[config.mk]
export PLATFORM = sky130hd
export DESIGN_NAME = instr_sequencer
export DESIGN_NICKNAME = d
export VERILOG_FILES = /design/src/rtl/cpu_pkg.sv /design/src/rtl/alu.sv /design/src/rtl/instr_sequencer.sv
export SDC_FILE = /design/constraint.sdc
export NUM_CORES = 1
export LEC_CHECK = 0
export BUFFER_PORTS_ARGS = -buffer_cell sky130_fd_sc_hd__buf_4
export CAP_MARGIN = 0
export CORE_ASPECT_RATIO = 1.25
export CORE_MARGIN = 4
export CORE_UTILIZATION = 30
export DETAILED_ROUTE_END_ITERATION = 8
export HOLD_SLACK_MARGIN = 0.08
export SLEW_MARGIN = 0
export SYNTH_ARGS = -nofsm -noshare
export SYNTH_HDL_FRONTEND = slang
export SYNTH_HIERARCHICAL = 1
export SYNTH_SLANG_ARGS = --single-unit
[constraint.sdc]
create_clock -name clk -period 8.7 [get_ports clk]
set_input_delay 0 -clock clk [delete_from_list [all_inputs] [get_ports clk]]
set_output_delay 0 -clock clk [all_outputs]
set_load 0.02 [all_outputs]
[src/rtl/cpu_pkg.sv]
// Shared constants for the instruction sequencer: data/address widths, opcode
// values and the FSM state encoding.
package cpu_pkg;

  localparam int CPU_DATA_W = 16;
  localparam int CPU_ADDR_W = 4;

  localparam logic [3:0] OP_NOP = 4'd0;
  localparam logic [3:0] OP_ADD = 4'd1;
  localparam logic [3:0] OP_SUB = 4'd2;
  localparam logic [3:0] OP_AND = 4'd3;
  localparam logic [3:0] OP_OR  = 4'd4;
  localparam logic [3:0] OP_XOR = 4'd5;
  localparam logic [3:0] OP_SHL = 4'd6;
  localparam logic [3:0] OP_SHR = 4'd7;
  localparam logic [3:0] OP_LDI = 4'd8;
  localparam logic [3:0] OP_MOV = 4'd9;

  typedef enum logic [1:0] {
    ST_IDLE      = 2'd0,
    ST_DECODE    = 2'd1,
    ST_EXECUTE   = 2'd2,
    ST_WRITEBACK = 2'd3
  } state_t;

  // Opcodes above MOV are undefined.
  function automatic logic op_is_illegal(input logic [3:0] op);
    return op > OP_MOV;
  endfunction

endpackage

[src/rtl/alu.sv]
// Combinational ALU for the sequencer. carry is the ADD carry-out or the SUB
// borrow (a < b); it is zero for every other opcode.
module alu
  import cpu_pkg::*;
(
  input  logic [3:0]            op,
  input  logic [CPU_DATA_W-1:0] a,
  input  logic [CPU_DATA_W-1:0] b,
  input  logic [7:0]            imm8,
  output logic [CPU_DATA_W-1:0] result,
  output logic                  carry
);

  logic [CPU_DATA_W:0] sum_ext;
  logic [CPU_DATA_W:0] diff_ext;

  // One extra bit on each side captures the carry-out and the borrow.
  assign sum_ext  = {1'b0, a} + {1'b0, b};
  assign diff_ext = {1'b0, a} - {1'b0, b};

  always_comb begin
    result = '0;
    carry  = 1'b0;
    case (op)
      OP_ADD: begin
        result = sum_ext[CPU_DATA_W-1:0];
        carry  = sum_ext[CPU_DATA_W];
      end
      OP_SUB: begin
        result = diff_ext[CPU_DATA_W-1:0];
        carry  = diff_ext[CPU_DATA_W];
      end
      OP_AND:  result = a & b;
      OP_OR:   result = a | b;
      OP_XOR:  result = a ^ b;
      OP_SHL:  result = a << b[3:0];
      OP_SHR:  result = a >> b[3:0];
      OP_LDI:  result = {8'h00, imm8};
      OP_MOV:  result = a;
      default: result = '0;
    endcase
  end

endmodule

[src/rtl/instr_sequencer.sv]
// Four-state instruction sequencer: accepts one instruction in IDLE, reads the
// register file, computes through the ALU and writes back the result.
module instr_sequencer
  import cpu_pkg::*;
#(
  parameter int DATA_W = CPU_DATA_W,
  parameter int ADDR_W = CPU_ADDR_W
) (
  input  logic              clk,
  input  logic              rst,
  input  logic              instr_valid,
  input  logic [DATA_W-1:0] instr,
  output logic              instr_ready,
  output logic [ADDR_W-1:0] rf_read_addr_1,
  output logic [ADDR_W-1:0] rf_read_addr_2,
  input  logic [DATA_W-1:0] rf_read_data_1,
  input  logic [DATA_W-1:0] rf_read_data_2,
  output logic              rf_we,
  output logic [ADDR_W-1:0] rf_write_addr,
  output logic [DATA_W-1:0] rf_write_data,
  output logic              busy,
  output logic              done,
  output logic              illegal,
  output logic              flag_z,
  output logic              flag_c,
  output logic [1:0]        dbg_state
);

  // Handshake: an instruction transfers on a rising edge where instr_valid and
  // instr_ready are both high; the source holds instr stable until then.

  state_t            state_q, state_d;
  logic [DATA_W-1:0] instr_q, instr_d;
  logic [DATA_W-1:0] result_q, result_d;
  logic              flag_z_q, flag_z_d;
  logic              flag_c_q, flag_c_d;

  logic              we_c, done_c, illegal_c;
  logic [3:0]        opcode;
  logic [DATA_W-1:0] alu_result;
  logic              alu_carry;

  assign opcode = instr_q[15:12];

  alu u_alu (
    .op     (opcode),
    .a      (rf_read_data_1),
    .b      (rf_read_data_2),
    .imm8   (instr_q[7:0]),
    .result (alu_result),
    .carry  (alu_carry)
  );

  always_comb begin
    state_d   = state_q;
    instr_d   = instr_q;
    result_d  = result_q;
    flag_z_d  = flag_z_q;
    flag_c_d  = flag_c_q;
    we_c      = 1'b0;
    done_c    = 1'b0;
    illegal_c = 1'b0;
    case (state_q)
      ST_IDLE: begin
        if (instr_valid) begin
          instr_d = instr;
          state_d = ST_DECODE;
        end
      end
      ST_DECODE: begin
        if (opcode == OP_NOP) begin
          done_c  = 1'b1;
          state_d = ST_IDLE;
        end else if (op_is_illegal(opcode)) begin
          illegal_c = 1'b1;
          state_d   = ST_IDLE;
        end else begin
          state_d = ST_EXECUTE;
        end
      end
      ST_EXECUTE: begin
        // Operands are sampled here, so rd may alias rs1/rs2 safely.
        result_d = alu_result;
        flag_z_d = (alu_result == '0);
        flag_c_d = alu_carry;
        state_d  = ST_WRITEBACK;
      end
      ST_WRITEBACK: begin
        we_c    = 1'b1;
        done_c  = 1'b1;
        state_d = ST_IDLE;
      end
      default: state_d = ST_IDLE;
    endcase
  end

  always_ff @(posedge clk) begin
    if (rst) begin
      state_q  <= ST_IDLE;
      instr_q  <= '0;
      result_q <= '0;
      flag_z_q <= 1'b0;
      flag_c_q <= 1'b0;
    end else begin
      state_q  <= state_d;
      instr_q  <= instr_d;
      result_q <= result_d;
      flag_z_q <= flag_z_d;
      flag_c_q <= flag_c_d;
    end
  end

  // Pulses are masked by rst so a reset during WRITEBACK drops the write.
  assign rf_we          = we_c & ~rst;
  assign done           = done_c & ~rst;
  assign illegal        = illegal_c & ~rst;
  assign instr_ready    = (state_q == ST_IDLE);
  assign busy           = (state_q != ST_IDLE);
  assign rf_read_addr_1 = instr_q[7:4];
  assign rf_read_addr_2 = instr_q[3:0];
  assign rf_write_addr  = instr_q[11:8];
  assign rf_write_data  = result_q;
  assign flag_z         = flag_z_q;
  assign flag_c         = flag_c_q;
  assign dbg_state      = state_q;

endmodule

After elaboration in Yosys (flattened, before gate mapping)
Cells that the tools add are included.
{ "word_totals": {"output_inout_bits": 37, "reg_bits": 36, "in_bits": 51, "word_cells": 47} }
{ "op_classes": {"n_eq_ne": 13, "muxes": 12, "order_cmp": 1, "n_shift": 2, "bitwise": 7, "add_sub_neg": 2, "reduce_logical": 5} }
{ "ops": {"columns": ["op", "n"], "rows": [
  ["16-bit case mux with 9 select lines", 1],
  ["16-bit by 16-bit adder with 17-bit output", 1],
  ["16-bit by 16-bit subtractor with 17-bit output", 1],
  ["16-bit bitwise AND", 1],
  ["4-bit by 3-bit equality test with 1-bit output, second input constant", 4],
  ["16-bit zero test", 1],
  ["16-bit OR", 1],
  ["16-bit by 4-bit left shift with 16-bit output", 1],
  ["16-bit by 4-bit right shift with 16-bit output", 1],
  ["16-bit XOR", 1],
  ["4-bit by 2-bit equality test with 1-bit output, second input constant", 2],
  ["4-bit equality test, second input constant", 2],
  ["2-bit case mux with 4 select lines", 1],
  ["2-bit two-way mux", 3],
  ["1-bit two-way mux", 5],
  ["2-bit equality test, second input constant", 2],
  ["4-bit by 1-bit equality test with 1-bit output, second input constant", 1],
  ["4-bit greater-than comparator, second input constant", 1],
  ["4-bit zero test", 1],
  ["1-bit case mux with 2 select lines", 2],
  ["1-bit bitwise AND", 3],
  ["2-bit by 1-bit equality test with 1-bit output, second input constant", 1],
  ["2-bit zero test", 1],
  ["2-bit != test, second input constant", 1],
  ["other kinds (3)", 3]
]} }

Logic depth before layout (Yosys ltp)
{ "depth": {"word_depth": 5, "mapped_depth": 15, "mapped_depth_nobuf": 14} }

By module
Netlist, hierarchy kept.
{ "modules_own_cells": {"columns": ["mod", "seq_area_each_um2", "cells_each", "area_per_inst_um2", "instances"], "rows": [
  ["alu", 0.0, 589, 4160.2, 1],
  ["instr_sequencer", 720.7, 185, 1467.7, 1]
]} }

Least setup slack after synthesis
OpenSTA, ideal clock, no wires.
{ "synth_timing": {"kind": "input to register", "startpoint": "input rf_read_data_2[2]", "endpoint": "register flag_z_q (netlist: flag_z)", "path_stages": 15, "setup_time_ns": 0.069, "t_arrival_ns": 2.756, "n_path_buf": 3, "path_slack_ns": 5.875, "required_ns": 8.631, "cell_sequence": "buf_2 clkinv_1 clkbuf_1 ha_1 buf_6 nor2b_4 o31ai_4 a32oi_4 a311oi_4 nor2_1 a211oi_1 o2111ai_1 nor4_1 nand3_1 o21ai_1"} }
{ "synth_via": {"elab_chain_cells": 3, "word_cells_on_any_way": 9, "classes_between": "add/sub (2); shift (2); mux (1); bitwise (3); reduce/logical (1)"} }
{ "synth_lines": {"columns": ["element", "line", "text"], "rows": [
  ["from (decl)", "instr_sequencer.sv:17", "input logic [DATA_W-1:0] rf_read_data_2,"],
  ["16-bit by 16-bit subtractor with 17-bit output (tied with other cells)", "alu.sv:19", "assign diff_ext = {1'b0, a} - {1'b0, b};"],
  ["16-bit case mux with 9 select lines (*)", "alu.sv:24", "case (op)"],
  ["net alu_result[12]", "instr_sequencer.sv:40", "logic [DATA_W-1:0] alu_result;"],
  ["16-bit zero test (*)", "instr_sequencer.sv:84", "flag_z_d = (alu_result == '0);"],
  ["to (signal assigned)", "instr_sequencer.sv:108", "flag_z_q <= flag_z_d;"],
  ["to (decl)", "instr_sequencer.sv:35", "logic flag_z_q, flag_z_d;"]
]} }
Mark *: on every way through the listed nets, which the timed path passes. The rest lies on a longest branch.
A chain may end at the register's enable or synchronous reset.

Final worst setup path
{ "layout_timing": {"startpoint": "register instr_q[14]", "endpoint": "register flag_z_q (netlist: flag_z)"} }
{ "layout_via": {"elab_chain_cells": 3, "word_cells_on_any_way": 11, "classes_between": "eq/ne (9); mux (1); reduce/logical (1)"} }
{ "layout_lines": {"columns": ["element", "line", "text"], "rows": [
  ["from (decl)", "instr_sequencer.sv:33", "logic [DATA_W-1:0] instr_q, instr_d;"],
  ["from (signal assigned)", "instr_sequencer.sv:106", "instr_q <= instr_d;"],
  ["4-bit equality test (tied with other cells)", "alu.sv:24", null],
  ["16-bit case mux with 9 select lines (*)", "alu.sv:24", null],
  ["net alu_result[3]", "instr_sequencer.sv:40", null],
  ["16-bit zero test (*)", "instr_sequencer.sv:84", null]
]} }
Marked as above.

==> summary by stage <==
Timing
Setup violations remaining at the end of the flow were counted as 0. The number of max-slew violations in the final report is 0. The clock arrives with 0.00319 ns of skew.

Static timing analysis puts the maximum clock frequency at around 280 MHz. The worst path needs 3.55 ns of the cycle, external delays included. The transition at the pin with the smallest max-transition slack is 0.968 ns. Setup repair after global routing left no endpoint under its margin. On the final layout, the worst hold slack is 0.141 ns.

After layout, the worst path uses 40.8% of the clock period. The worst slew slack as a fraction of its limit is 35.0%. Adding up every negative setup slack in the final design gives 0 ns. Across all setup checks in the final design, the least slack found is 5.15 ns.

The number of hold violations in the final report was 0.

Final layout
In the final design database the tool counted between 900 and 1000 nets. In the layout the commonest cells are sky130_fd_sc_hd__nand2_1 (95), sky130_fd_sc_hd__buf_4 (95), sky130_fd_sc_hd__a21oi_1 (80). The fill cell total of the finished layout is about 2000.

The number of non-filler instances in the completed layout is around 1100. Measured on the finished design, the core utilization comes to 35.8%. The total non-filler cell area in the finished layout is 0.00655 mm2.

The antenna diode count is 0. In the final layout, flip-flops and latches occupy 721 um2. Summing all multi-input logic gate instances after layout gives around 0.0043 mm2. Relative to the synthesized area, the layout overhead comes to 16.4%.

The fraction of layout cells with a size suffix above 1 is between 10% and 20%.

Global routing
The initial antenna violation count is 0. The wire length of the first global-routing pass is 34100 um. The largest net degree at the start of global routing is 47. The number of global-route vias before repair was 6082. The total overflow left after global routing is 0. The overall global routing resource usage is 20.6%.

Synthesis
In this run, synthesis produced a sequential element count of 36. The netlist uses 83 different library cells. A synthesized cell averages approximately 7.3 um2. The count of flip-flops with a built-in enable after synthesis is 0. The number of instances in the synthesized netlist is between 700 and 800. The cell accounting for the most synthesized area is sky130_fd_sc_hd__dfxtp_1. The post-synth design cell area is 0.00563 mm2.

The area share of the largest cell type after synthesis is 12.8%. The number of warnings issued by yosys is 6. Among all flip-flop cells after synthesis, the most frequent one is sky130_fd_sc_hd__dfxtp_1. The number of nets in the synthesized netlist is 876. Of the synthesized area, sequential elements account for 12.8%.

By area the synthesized netlist is led by sky130_fd_sc_hd__dfxtp_1 (13%), sky130_fd_sc_hd__ha_1 (11%), sky130_fd_sc_hd__a21oi_1 (7.1%). For this run, asynchronously set or reset flops after synthesis account for 0%.

Floorplan
The die extent in y is 161 um. The die area is 0.0210 mm2. The number of top-level design ports is 88. For this configuration, the core starts out at a cell density of 30.7%. The horizontal extent of the die is 131 um. The floorplan has 55 rows. The core box area is 0.0183 mm2.

Worst setup path
At the worst endpoint, the arrival time is roughly 3.8 ns. On the worst path, the slowest cell contributes a delay of 0.95 ns. The critical path endpoint category is a flip-flop. The worst path required time is 8.92 ns. The most critical setup path has its startpoint at instr_q[14].

The maximum fanout count along the critical path is 22. The signal on the critical path passes through nor2b_1 > nand2_1 > o22ai_1 > o21ai_0 > nand3_1 > nor4_1 > nand3_1 > o21ai_1. The class of the most critical setup path is flip-flop to flip-flop.

The startpoint identified for the worst register-to-register timing path is instr_q[14]. The slowest stage of the critical path is the sky130_fd_sc_hd__dfxtp_1 cell. The cell family contributing the most delay on the critical path is simple AND/OR/NAND/NOR gates. The cell repeated most along the worst path is sky130_fd_sc_hd__nand3_1. The register-to-register setup slack is 5.15 ns. The endpoint of the worst-slack reg-to-reg timing path is flag_z. The depth of the worst register-to-register path is 8. The worst setup path is launched from a flip-flop. The buffers plus inverters on the worst setup path is 0.

Place
The total half-perimeter wirelength after legalization and detailed placement is 17100 um. The setup slack at placement is 5.05 ns. The placer congestion estimate is approximately 1.0. In this run, placement finished with an instance count of 1031. In this run the cell area measured after placement is just over 0.006 mm2. The number of buffer cells added on primary ports is 87.

Power
The total power density per cell area is approximately 110 mW/mm2. VDD sags by at most 0.0000912 V. The overall power of the completed layout is 0.734 mW. For this design the static power due to leakage is 2.71 nW.

CTS
The number of buffers created by CTS is 5. TritonCTS built the clock tree. The H-tree generated during clock tree synthesis spans 2 levels.

After clock tree synthesis, the clock-pin slew on the worst setup and hold paths is approximately 0.060 ns. Clock latency on the worst-skew pair, taken at its later pin, is between 0.2 and 0.3 ns. The cell sitting at the root of the clock tree is a sky130_fd_sc_hd__clkbuf_16.

After clock tree synthesis, the setup repair step added 0 buffers. The clock passes through at most 2 buffers. The clock net in this run drives a total of 36 sinks.

Worst hold path
The worst hold path belongs to the class primary input to flip-flop. The startpoint of the worst hold path is rst. The sink of the worst hold path is rf_write_data[13]. The worst hold path was traced through 2 stages.

Routing
In this run, the number of DRC markers left after iteration 0 of detailed routing was 711. The routed wire length is 22200 um. The number of nets with antenna violations after routing is 0. The average vias per placed instance is 6.01. For this run, design rule violations remaining after detail routing come to 0. The routed layout has 6348 vias. The first detailed-routing pass took 6 iterations.

The wire length per cell is 21.0 um.

Outcome
The run finished with clean final reports.

Run
Across the run, the number of max-cap violations was 0.
[registers in the layout, summed over array words and instances, names as in the netlist, named ones only]
| signal | count |
|---|---|
| dbg_state | 1 |
| instr_q | 16 |
| rf_write_data | 16 |
| flag_z | 1 |
| flag_c | 1 |
[metal layers]
metal / routed length [um] / share of wire [%] / global-route usage (%) / vias up
met5: 0 / 0 / 0 / -
met4: 1460 / 6.6 / 10.9 / 0
met3: 1540 / 6.9 / 2.61 / 99
met2: 10300 / 47 / 34.0 / 364
met1: 8870 / 40 / 25.7 / 2975
li1: - / - / - / 2910
[timing repair]
item,in CTS,in global routing
gates resized for setup,0,0
hold buffers,17,0
hold endpoints to repair,17,0
[power breakdown]
part / internal, mW / switching (mW)
clock: 0.134 / 0.0698
sequential: 0.173 / 0.0127
combinational: 0.133 / 0.212
total: 0.440 / 0.294
[cells by family (layout without fill, tap and decap cells)]
family	after synthesis	count (layout)	synth area share, %
AND/OR/NAND/NOR	266	266	23.3
adder cells (fa/ha/maj)	51	51	11.6
AO/OA/AOI/OAI	261	261	32.9
buffers and inverters	120	174	10.9
flip-flops	36	36	12.8
multiplexers	39	39	8.36
XOR/XNOR	1	1	0.156
[worst reg2reg max path, cell delays in order (launching register included)]
cell,delay (ns)
sky130_fd_sc_hd__dfxtp_1,0.95
sky130_fd_sc_hd__nor2b_1,0.28
sky130_fd_sc_hd__nand2_1,0.64
sky130_fd_sc_hd__o22ai_1,0.20
sky130_fd_sc_hd__o21ai_0,0.49
sky130_fd_sc_hd__nand3_1,0.26
sky130_fd_sc_hd__nor4_1,0.41
sky130_fd_sc_hd__nand3_1,0.13
sky130_fd_sc_hd__o21ai_1,0.13
[layout make-up]
type,count,share of cell area (%)
Clock buffer,5,1.91
Timing Repair Buffer,112,13.5
Clock inverter,3,0.649
Sequential cell,36,11.0
Inverter,54,3.09
Tap cell,228,4.35
Multi-Input combinational cell,618,65.5
[Yosys cell counts, types with 6 or more instances]
cell type and instances:
sky130_fd_sc_hd__o21ai_0 31, sky130_fd_sc_hd__a31oi_1 7, sky130_fd_sc_hd__a21oi_1 80, sky130_fd_sc_hd__a22oi_1 13, sky130_fd_sc_hd__nor3_1 23, sky130_fd_sc_hd__mux4_2 6
sky130_fd_sc_hd__mux2i_1 29, sky130_fd_sc_hd__and2_1 6, sky130_fd_sc_hd__buf_2 29, sky130_fd_sc_hd__dfxtp_1 36, sky130_fd_sc_hd__o22ai_1 14, sky130_fd_sc_hd__a221oi_1 6
sky130_fd_sc_hd__buf_4 15, sky130_fd_sc_hd__o211ai_1 13, sky130_fd_sc_hd__buf_6 8, sky130_fd_sc_hd__nand3_1 11, sky130_fd_sc_hd__o221ai_1 9, sky130_fd_sc_hd__inv_1 53
sky130_fd_sc_hd__a211oi_1 12, sky130_fd_sc_hd__o21ai_1 6, sky130_fd_sc_hd__clkbuf_1 10, sky130_fd_sc_hd__a21o_1 7, sky130_fd_sc_hd__nor2_1 68, sky130_fd_sc_hd__nand2b_1 12
sky130_fd_sc_hd__ha_1 49, sky130_fd_sc_hd__nand2_1 95, sky130_fd_sc_hd__nor2b_1 14
[worst max path at each step]
stage	endpoint	slack (ns)	cells after the start
after CTS	flag_z	5.34	13
after global placement	flag_z	5.11	13
after global routing	flag_z	4.97	13
after detailed placement	flag_z	5.05	13
after floorplan	flag_z	5.87	15
final	flag_z	5.15	8
No activity file was read; power rests on OpenSTA's default activity.
